### src/rtl/cell_config_loader_if.sv
`default_nettype none
// ============================================================================
//  Module      : cell_config_loader_if
//  Description : Control, byte-stream and status bundle between a
//                configuration source and cell_config_loader.
//  Revision    : 1.0 - initial release
// ============================================================================
interface cell_config_loader_if #(
    parameter int NUM_CELLS = 4,
    parameter int CONFIG_W  = 31,
    parameter int DATA_W    = 8
);
    localparam int c_IDX_W = (NUM_CELLS > 1) ? $clog2(NUM_CELLS) : 1;

    logic                          start;
    logic                          abort;
    logic [DATA_W-1:0]             din;
    logic                          din_valid;
    logic                          din_ready;
    logic [NUM_CELLS*CONFIG_W-1:0] config_out;
    logic                          cfg_hold;
    logic                          busy;
    logic                          done;
    logic                          error;
    logic [c_IDX_W-1:0]            cell_idx;

    // Configuration source side
    modport master (
        output start, abort, din, din_valid,
        input  din_ready, config_out, cfg_hold, busy, done, error, cell_idx
    );

    // Loader side
    modport slave (
        input  start, abort, din, din_valid,
        output din_ready, config_out, cfg_hold, busy, done, error, cell_idx
    );
endinterface

`default_nettype wire

### src/rtl/cell_config_loader.sv
`default_nettype none
// ============================================================================
//  Module      : cell_config_loader
//  Description : Assembles per-cell configuration words from a byte stream
//                into shadow registers, verifies an XOR checksum and commits
//                all cells atomically. The fabric is held in reset while a
//                load is in flight.
//  Revision    : 1.0 - initial release
// ============================================================================
module cell_config_loader #(
    parameter int NUM_CELLS = 4,
    parameter int CONFIG_W  = 31,
    parameter int DATA_W    = 8
) (
    input  wire logic           clk,
    input  wire logic           reset,
    cell_config_loader_if.slave bus
);

    localparam int c_BPC    = (CONFIG_W + DATA_W - 1) / DATA_W;
    localparam int c_BCNT_W = (c_BPC > 1) ? $clog2(c_BPC) : 1;
    localparam int c_IDX_W  = (NUM_CELLS > 1) ? $clog2(NUM_CELLS) : 1;
    localparam int c_FLAT_W = NUM_CELLS * CONFIG_W;

    typedef enum logic [1:0] {
        S_IDLE  = 2'd0,
        S_LOAD  = 2'd1,
        S_CHECK = 2'd2
    } state_t;

    state_t                r_state;
    state_t                w_state_next;

    logic [CONFIG_W-1:0]   r_shadow [NUM_CELLS];
    logic [c_FLAT_W-1:0]   w_shadow_flat;
    logic [c_FLAT_W-1:0]   r_config_out;
    logic [c_BCNT_W-1:0]   r_byte_cnt;
    logic [c_IDX_W-1:0]    r_cell_idx;
    logic [DATA_W-1:0]     r_chk;
    logic                  r_cfg_hold;
    logic                  r_done;
    logic                  r_error;

    logic                  w_start_load;
    logic                  w_abort_load;
    logic                  w_load_byte;
    logic                  w_check_byte;
    logic                  w_last_byte;
    logic                  w_last_cell;
    logic                  w_chk_match;

    assign w_last_byte = (r_byte_cnt == c_BCNT_W'(c_BPC - 1));
    assign w_last_cell = (r_cell_idx == c_IDX_W'(NUM_CELLS - 1));
    assign w_chk_match = (bus.din == r_chk);

    // Flatten the shadow array in the same cell ordering as config_out
    generate
        for (genvar k = 0; k < NUM_CELLS; k++) begin : g_flat
            assign w_shadow_flat[k*CONFIG_W +: CONFIG_W] = r_shadow[k];
        end
    endgenerate

    // State register
    always_ff @(posedge clk or posedge reset) begin
        if (reset) begin
            r_state <= S_IDLE;
        end else begin
            r_state <= w_state_next;
        end
    end

    // Next-state decode and per-cycle action strobes; abort beats byte acceptance
    always_comb begin
        w_state_next = r_state;
        w_start_load = 1'b0;
        w_abort_load = 1'b0;
        w_load_byte  = 1'b0;
        w_check_byte = 1'b0;
        case (r_state)
            S_IDLE: begin
                if (bus.start) begin
                    w_start_load = 1'b1;
                    w_state_next = S_LOAD;
                end
            end
            S_LOAD: begin
                if (bus.abort) begin
                    w_abort_load = 1'b1;
                    w_state_next = S_IDLE;
                end else if (bus.din_valid) begin
                    w_load_byte = 1'b1;
                    if (w_last_byte && w_last_cell) begin
                        w_state_next = S_CHECK;
                    end
                end
            end
            S_CHECK: begin
                if (bus.abort) begin
                    w_abort_load = 1'b1;
                    w_state_next = S_IDLE;
                end else if (bus.din_valid) begin
                    w_check_byte = 1'b1;
                    w_state_next = S_IDLE;
                end
            end
            default: begin
                w_state_next = S_IDLE;
            end
        endcase
    end

    // Load bookkeeping: byte/cell counters, running checksum and status flags
    always_ff @(posedge clk or posedge reset) begin
        if (reset) begin
            r_byte_cnt <= '0;
            r_cell_idx <= '0;
            r_chk      <= '0;
            r_cfg_hold <= 1'b0;
            r_done     <= 1'b0;
            r_error    <= 1'b0;
        end else begin
            if (w_start_load) begin
                r_byte_cnt <= '0;
                r_cell_idx <= '0;
                r_chk      <= '0;
                r_cfg_hold <= 1'b1;
                r_done     <= 1'b0;
                r_error    <= 1'b0;
            end else if (w_abort_load) begin
                r_cfg_hold <= 1'b0;
                r_error    <= 1'b1;
            end else if (w_load_byte) begin
                r_chk <= r_chk ^ bus.din;
                if (w_last_byte) begin
                    r_byte_cnt <= '0;
                    r_cell_idx <= w_last_cell ? '0 : r_cell_idx + 1'b1;
                end else begin
                    r_byte_cnt <= r_byte_cnt + 1'b1;
                end
            end else if (w_check_byte) begin
                r_cfg_hold <= 1'b0;
                r_done     <= w_chk_match;
                r_error    <= !w_chk_match;
            end
        end
    end

    // Shadow capture, LSB-first; padding bits of a cell's last byte are dropped
    always_ff @(posedge clk or posedge reset) begin
        if (reset) begin
            for (int k = 0; k < NUM_CELLS; k++) begin
                r_shadow[k] <= '0;
            end
        end else if (w_load_byte) begin
            for (int b = 0; b < CONFIG_W; b++) begin
                if (r_byte_cnt == c_BCNT_W'(b / DATA_W)) begin
                    r_shadow[r_cell_idx][b] <= bus.din[b % DATA_W];
                end
            end
        end
    end

    // Active configuration: updated as a whole only on a checksum match
    always_ff @(posedge clk or posedge reset) begin
        if (reset) begin
            r_config_out <= '0;
        end else if (w_check_byte && w_chk_match) begin
            r_config_out <= w_shadow_flat;
        end
    end

    assign bus.din_ready  = (r_state == S_LOAD) || (r_state == S_CHECK);
    assign bus.busy       = (r_state != S_IDLE);
    assign bus.config_out = r_config_out;
    assign bus.cfg_hold   = r_cfg_hold;
    assign bus.done       = r_done;
    assign bus.error      = r_error;
    assign bus.cell_idx   = r_cell_idx;

endmodule

`default_nettype wire

### src/flat_wrapper.sv
// flat-port wrapper written by rule: the top's interface ports become plain ports
module cell_config_loader_flat 
#(
    parameter int NUM_CELLS = 4,
    parameter int CONFIG_W  = 31,
    parameter int DATA_W    = 8
)
  (clk, reset, bus_start, bus_abort, bus_din, bus_din_valid, bus_din_ready, bus_config_out, bus_cfg_hold, bus_busy, bus_done, bus_error, bus_cell_idx);
  cell_config_loader_if #(.NUM_CELLS(NUM_CELLS), .CONFIG_W(CONFIG_W), .DATA_W(DATA_W)) bus_i ();
  input  wire logic clk;
  input  wire logic reset;
  input wire logic [$bits(bus_i.start)-1:0] bus_start;
  input wire logic [$bits(bus_i.abort)-1:0] bus_abort;
  input wire logic [$bits(bus_i.din)-1:0] bus_din;
  input wire logic [$bits(bus_i.din_valid)-1:0] bus_din_valid;
  output wire logic [$bits(bus_i.din_ready)-1:0] bus_din_ready;
  output wire logic [$bits(bus_i.config_out)-1:0] bus_config_out;
  output wire logic [$bits(bus_i.cfg_hold)-1:0] bus_cfg_hold;
  output wire logic [$bits(bus_i.busy)-1:0] bus_busy;
  output wire logic [$bits(bus_i.done)-1:0] bus_done;
  output wire logic [$bits(bus_i.error)-1:0] bus_error;
  output wire logic [$bits(bus_i.cell_idx)-1:0] bus_cell_idx;
  assign bus_i.start = bus_start;
  assign bus_i.abort = bus_abort;
  assign bus_i.din = bus_din;
  assign bus_i.din_valid = bus_din_valid;
  assign bus_din_ready = bus_i.din_ready;
  assign bus_config_out = bus_i.config_out;
  assign bus_cfg_hold = bus_i.cfg_hold;
  assign bus_busy = bus_i.busy;
  assign bus_done = bus_i.done;
  assign bus_error = bus_i.error;
  assign bus_cell_idx = bus_i.cell_idx;
  cell_config_loader #(.NUM_CELLS(NUM_CELLS), .CONFIG_W(CONFIG_W), .DATA_W(DATA_W)) u_core (.clk(clk), .reset(reset), .bus(bus_i));
endmodule
### config.mk
export PLATFORM = sky130hd
export DESIGN_NAME = cell_config_loader_flat
export DESIGN_NICKNAME = d
export VERILOG_FILES = /design/src/rtl/cell_config_loader_if.sv /design/src/rtl/cell_config_loader.sv /design/src/flat_wrapper.sv
export SDC_FILE = /design/constraint.sdc
export NUM_CORES = 1
export LEC_CHECK = 0
export ABC_AREA = 1
export CORE_UTILIZATION = 40
export DETAILED_ROUTE_END_ITERATION = 12
export SYNTH_ARGS = -nofsm -noshare
export SYNTH_HDL_FRONTEND = slang
export SYNTH_SLANG_ARGS = --single-unit
### constraint.sdc
create_clock -name clk -period 9.9 [get_ports clk]
set_input_delay 1.98 -clock clk [delete_from_list [all_inputs] [get_ports clk]]
set_output_delay 1.98 -clock clk [all_outputs]
set_load 0.005 [all_outputs]
==> results.toml, run 1 <==
[run_status]
status = "finished clean"

[worst_setup_path]
worst_setup_path_start_kind = "input port"
cp.required_ns = 10.37
crit_path_max_fanout = 76
worst-setup-path-type = "input port to flip-flop"
critical_path.endpoint_type = "flip-flop"
critPathArrivalTime_ns = 4.90

[routing]
drtPass1Iterations = 4
postRouteWirelength_um = 25890
drtIter0Drc = 645
drt_drc_violations_left = 0
avgRoutedWirePerCell_um = 16.60
total_vias_in_the_final_route = 7940
drtAntennaViolNets = 0
vias_per_std_cell = 5.090

[floorplan]
starting_density_of_the_core_pct = 41.29
num_io_pins = 144
core-area_mm2 = 0.02547
chip_height_um = 164.2
chipWidth_um = 164.2
num_rows = 58
dieArea_mm2 = 0.02695

[timing]
unrepaired_setup_endpoints_after_global_routing = "false"
final_cycle_share_pct = 44.78
clock_skew_ns = 0.01146
finalSetupViolCount = 0
layout_min_cycle_time_ns = 4.433
max_slew_margin_pct = 36.38
timing.final.max_slew_violations = 0
worst_slew_pin_slew_ns = 0.9542
hold_violations = 0
tns_ns = 0
fmax_mhz = 225.6

[layout]
postLayoutCoreUtil_pct = 51.35
area.growth.synth_to_final_pct = 24.36
drive_above_1_share_pct = 5.854
final_instance_area_mm2 = 0.01308
insertedDiodeCount = 0
finish.net_count = 1234

[global_routing]
grt_start_max_net_pins = 148
grt_pass1_wl_um = 42590
all_layer_global_routing_usage_pct = 20.04
grt_overflow_total = 0
vias_in_the_first_global_route = 7773
number_of_antenna_violations_at_the_first_check_in_global_routing = 0

[cts]
tritoncts.num_buffers = 29
cts_htree_levels = 1
cts_root_buf = "clkbuf_16"
insertion_delay_ns = 0.54
tritoncts_clock_tree = "yes"
count_of_instances_resized_after_the_clock_tree_is_built = 0
clock_net_sink_count = 265
buffer_levels_on_the_longest_clock_path = 3
cts.repair_timing.setup_buffer_count = 0
cts_stage_hold_buffer_count = 0
clk_transition_reported_paths_ns = 0.06

[yosys]
count_of_cell_types_in_the_netlist = 23
yosys_warnings = 0
synth-seq-area-share_pct = 63.05
yosys.area.top_type = "dfrtp_1"
synth_largest_type_area_fraction_pct = 63.05
syn_inst = 1104
ys_ff_latch = 265
synth.area.top_cells = "dfrtp_1 63%, nand2_1 15%, nand4_1 7.4%"
syn_area_mm2 = 0.01052
syn_avg_cell_area_um2 = 9.527
syn-num-nets = 1130

[run]
max-cap-violations = 0

[placement]
post_dp_hpwl_um = 15920
placement.cell_area_mm2 = 0.01209
port_buffers = 143
gp_congestion = 0.7734

[power]
p_leak_nw = 6.390
powerDensity_mw_per_mm2 = 211.4
finalPower_mw = 2.766
worst_ir_drop_vdd_mv = 0.1278

[worst_hold_path]
hold_path.class = "flip-flop to flip-flop"
-- final cells by class --
cell class	count	area, um^2
clock inverter	11	140.1
sequential	265	6631
multi-input combinational	731	3418
tap	330	412.9
timing repair buffer	150	1496
inverter	31	126.4
clock buffer	42	854.6
fill	2355	12390
-- synth_stat cells, drive strengths merged --
cell,count
o22ai,7
dfrtp,265
nand3,8
nor2,11
buf,28
ha,13
nand4,125
nand2,429
a31oi,1
a21oi,2
clkbuf,49
o21ai,133
xnor2,1
o211ai,1
inv,31
-- where the power goes --
| part | internal [mW] | switching, mW |
|---|---|---|
| logic | 0.122 | 0.250 |
| clock network | 0.675 | 0.428 |
| registers | 1.21 | 0.0774 |
-- worst max-delay path: stages --
cell and delay (ns):
clkdlybuf4s50_1 0.44, inv_2 0.36, nand2_1 0.10, nand2_1 0.11
nand2_1 0.10, nor2_4 0.12, buf_4 0.48, buf_4 0.72
nand4_1 0.26, nand2_1 0.14
-- state kept, by name, indices dropped and copies added, names as in the netlist --
register               count
u_core.bus.config_out    124
u_core.r_shadow          124
u_core.r_chk               8
u_core.bus.cell_idx        2
u_core.r_byte_cnt          2
u_core.r_state             2
u_core.bus.cfg_hold        1
u_core.bus.done            1
u_core.bus.error           1
-- placed cells by master (no fill, tap or decap) --
master	instances
inv_2	7
xnor2_1	1
inv_6	1
nand2_1	428
dfrtp_1	265
nor2_4	2
clkinv_2	5
o21ai_0	133
nand3_4	1
nand4_1	125
o211ai_1	1
a31oi_1	1
inv_1	22
clkinvlp_4	1
clkbuf_16	29
clkdlybuf4s50_1	143
clkbuf_8	8
nor2_2	4
ha_1	13
nand2_2	1
clkbuf_1	5
inv_8	1
a21oi_1	2
inv_4	1
nor2_1	5
nand3_1	7
o22ai_1	7
clkinv_4	1
buf_12	1
bufinv_16	3
buf_4	6
-- metrics by stage --
stage | setup WS, ns | hold slack [ns] | instances
CTS | 5.510 | 0.4739 | 1560
detailed placement | 4.984 | 0.4592 | 1507
global route | 5.287 | 0.4908 | 1560
finish | 5.467 | 0.4683 | 1560
floorplan | 0.6231 | 0.4534 | 1104
global placement | 5.001 | 0.4540 | 1507
-- final timing paths --
kind,start,to,slack (ns),cells after the start
max in group asynchronous,reset,u_core.r_shadow[65]$_DFFE_PP0P_,6.67,3
min in group asynchronous,reset,u_core.bus.config_out[79]$_DFFE_PP0P_,2.00,2
min,u_core.bus.config_out[3]$_DFFE_PP0P_,u_core.bus.config_out[3]$_DFFE_PP0P_,0.47,2
max,bus_din[5],u_core.bus.config_out[23]$_DFFE_PP0P_,5.47,10
max reg2reg,u_core.r_state[0]$_DFFE_PP0P_,u_core.bus.config_out[76]$_DFFE_PP0P_,7.06,8
min reg2reg,u_core.bus.config_out[3]$_DFFE_PP0P_,u_core.bus.config_out[3]$_DFFE_PP0P_,0.47,2
-- cells by family after synthesis --
group	share of synthesized area, %
and+or+nand+nor	23.83
DFF	63.05
AOI/OAI and AO/OA	6.971
buffers and inverters	4.521
adders and majority gates	1.547
xor gates and xnor gates	0.08329
-- routing by layer --
layer	global-route usage [%]	part of all wire, %	vias to the layer above	wire length (um)
met2	31.09	45	170	11770
met5	0	0	-	0
li1	-	-	3884	-
met1	29.90	49	3866	12640
met4	3.409	0.92	0	238
met3	3.182	4.8	20	1241
Note: power is estimated with default switching activity, not from simulation.
==> run 2, diff against run 1 <==
clock period = 4.45 ns   (was 9.9 ns; I/O delays follow)
==> results.toml, run 2 (synthesis gave the netlist of run 1 again) <==
[run_status]
status = "finished clean"

[routing]
drt_drc_violations_left = 0
drtAntennaViolNets = 0
vias_per_std_cell = 5.142
postRouteWirelength_um = 26780
total_vias_in_the_final_route = 8011
drtIter0Drc = 658
drtPass1Iterations = 5
avgRoutedWirePerCell_um = 17.19

[layout]
insertedDiodeCount = 0
final_common_cell = "nand2_1"
finish.net_count = 1236
area.growth.synth_to_final_pct = 24.04
final_instance_area_mm2 = 0.01305
commonest_cells_after_routing_fill_and_taps_aside = "428 x nand2_1, 265 x dfrtp_1, 143 x clkdlybuf4s50_1, 133 x o21ai_0, 125 x nand4_1"
nFillCells = 2349
final_non_filler_cells = 1558
drive_above_1_share_pct = 5.619

[power]
finalPower_mw = 5.958
power_report.internal_total_mw = 4.295
switchingPower_mw = 1.663
sequentialPowerShare_pct = 48.2
power.share.combinational_pct = 14.2
p_leak_nw = 6.365
share_clk_of_total_power_pct = 37.6
worst_ir_drop_vdd_mv = 0.2997
powerDensity_mw_per_mm2 = 456.6
switching_share_pct = 27.91

[floorplan]
num_rows = 58
starting_density_of_the_core_pct = 41.29
dieArea_mm2 = 0.02695
chip_height_um = 164.2
core-area_mm2 = 0.02547
num_io_pins = 144
chipWidth_um = 164.2

[run]
max-cap-violations = 0

[timing]
finalSetupViolCount = 0
whs_ns = 0.4688
final_cycle_share_pct = 66.56
tns_ns = 0
layout_min_cycle_time_ns = 2.962
clock_skew_ns = 0.01097
unrepaired_setup_endpoints_after_global_routing = "false"
worst_slew_pin_slew_ns = 0.9051
hold_violations = 0
fmax_mhz = 337.6
max_slew_margin_pct = 39.60
timing.final.max_slew_violations = 0

[worst_setup_path]
crit_buf_inv = 5
slowest_stage = "buf_4"
cp.required_ns = 4.92
critPathArrivalTime_ns = 3.43
critical_path.endpoint_type = "flip-flop"
worst-setup-path-type = "input port to flip-flop"
crit_path_max_fanout = 70
cp_cell_sequence = "clkdlybuf4s50_1 -> inv_1 -> nor2_1 -> nand2_1 -> inv_4 -> buf_4 -> buf_4 -> nand4_1 -> nand2_1"
timing.critical_path.max_delay_family = "buffers and inverters"
worst_path_largest_cell_delay_ns = 0.74
worst_setup_path_start_kind = "input port"

[global_routing]
vias_in_the_first_global_route = 7838
grt_overflow_total = 0
all_layer_global_routing_usage_pct = 20.69
number_of_antenna_violations_at_the_first_check_in_global_routing = 1
grt_pass1_wl_um = 43750
grt_start_max_net_pins = 149

[placement]
placement.cell_area_mm2 = 0.01215
gp_congestion = 0.7543
post_dp_hpwl_um = 15440
port_buffers = 143
post-place-cells = 1510

[cts]
tritoncts.num_buffers = 28
cts_stage_hold_buffer_count = 0
clock_net_sink_count = 265
cts.repair_timing.setup_buffer_count = 0
tritoncts_clock_tree = "yes"
buffer_levels_on_the_longest_clock_path = 3
clk_transition_reported_paths_ns = 0.06
count_of_instances_resized_after_the_clock_tree_is_built = 0
cts_root_buf = "clkbuf_16"
insertion_delay_ns = 0.54
cts_htree_levels = 1

[worst_hold_path]
hold_path.class = "flip-flop to flip-flop"
run 2: changes by cell type in the layout (fill, tap and decap cells not counted), moves of 2 or more:
cell	delta
buf_12	+4
bufinv_16	-3
clkbuf_8	+2
clkinv_2	-2
run 2: metrics by stage:
stage,utilization (%),worst slack (ns)
global route,51.22,1.297
detailed placement,47.72,0.9372
global placement,47.72,0.9712
CTS,51.22,1.478
finish,51.22,1.488
floorplan,-,0.06249
run 2: layout make-up:
cell class	count	area [um^2]	area share, %
Clock buffer	44	860.8	6.598
Clock inverter	4	31.28	0.2398
Inverter	31	122.6	0.9399
Multi-Input combinational cell	731	3418	26.20
Sequential cell	265	6631	50.83
Tap cell	330	412.9	3.165
Timing Repair Buffer	153	1569	12.03
run 2: final timing paths:
| path | cells past startpoint | slack [ns] | from | endpoint |
|---|---|---|---|---|
| setup / recovery | 9 | 1.49 | bus_din_valid | u_core.bus.config_out[85]$_DFFE_PP0P_ |
| hold / removal | 2 | 0.47 | u_core.bus.config_out[107]$_DFFE_PP0P_ | u_core.bus.config_out[107]$_DFFE_PP0P_ |
| setup reg to reg | 8 | 1.81 | u_core.r_state[0]$_DFFE_PP0P_ | u_core.bus.config_out[85]$_DFFE_PP0P_ |
| hold reg to reg | 2 | 0.47 | u_core.bus.config_out[107]$_DFFE_PP0P_ | u_core.bus.config_out[107]$_DFFE_PP0P_ |
| max in group asynchronous | 3 | 2.87 | reset | u_core.bus.config_out[43]$_DFFE_PP0P_ |
| min in group asynchronous | 3 | 0.91 | reset | u_core.bus.config_out[105]$_DFFE_PP0P_ |
run 2: power groups by stage:
stage	clock network [mW]	registers [mW]	logic (mW)
final	2.24	2.87	0.847
after global routing	2.38	2.90	0.978
after CTS	2.28	2.87	0.857
after detailed placement	0	2.90	0.850
after global placement	0	2.89	0.823
after floorplan	0	2.86	0.604
run 2: per-layer routing:
metal,GRT usage (%),vias up,routed length (um)
met5,0,-,0
li1,-,3890,-
met1,30.95,3918,13040
met2,31.99,183,12210
met3,2.955,20,1274
met4,4.040,0,259
run 2: tightest hold or removal path, cell delays in order, from the launching register on:
cell,delay [ns]
dfrtp_1,0.34
nand2_1,0.05
nand2_1,0.04
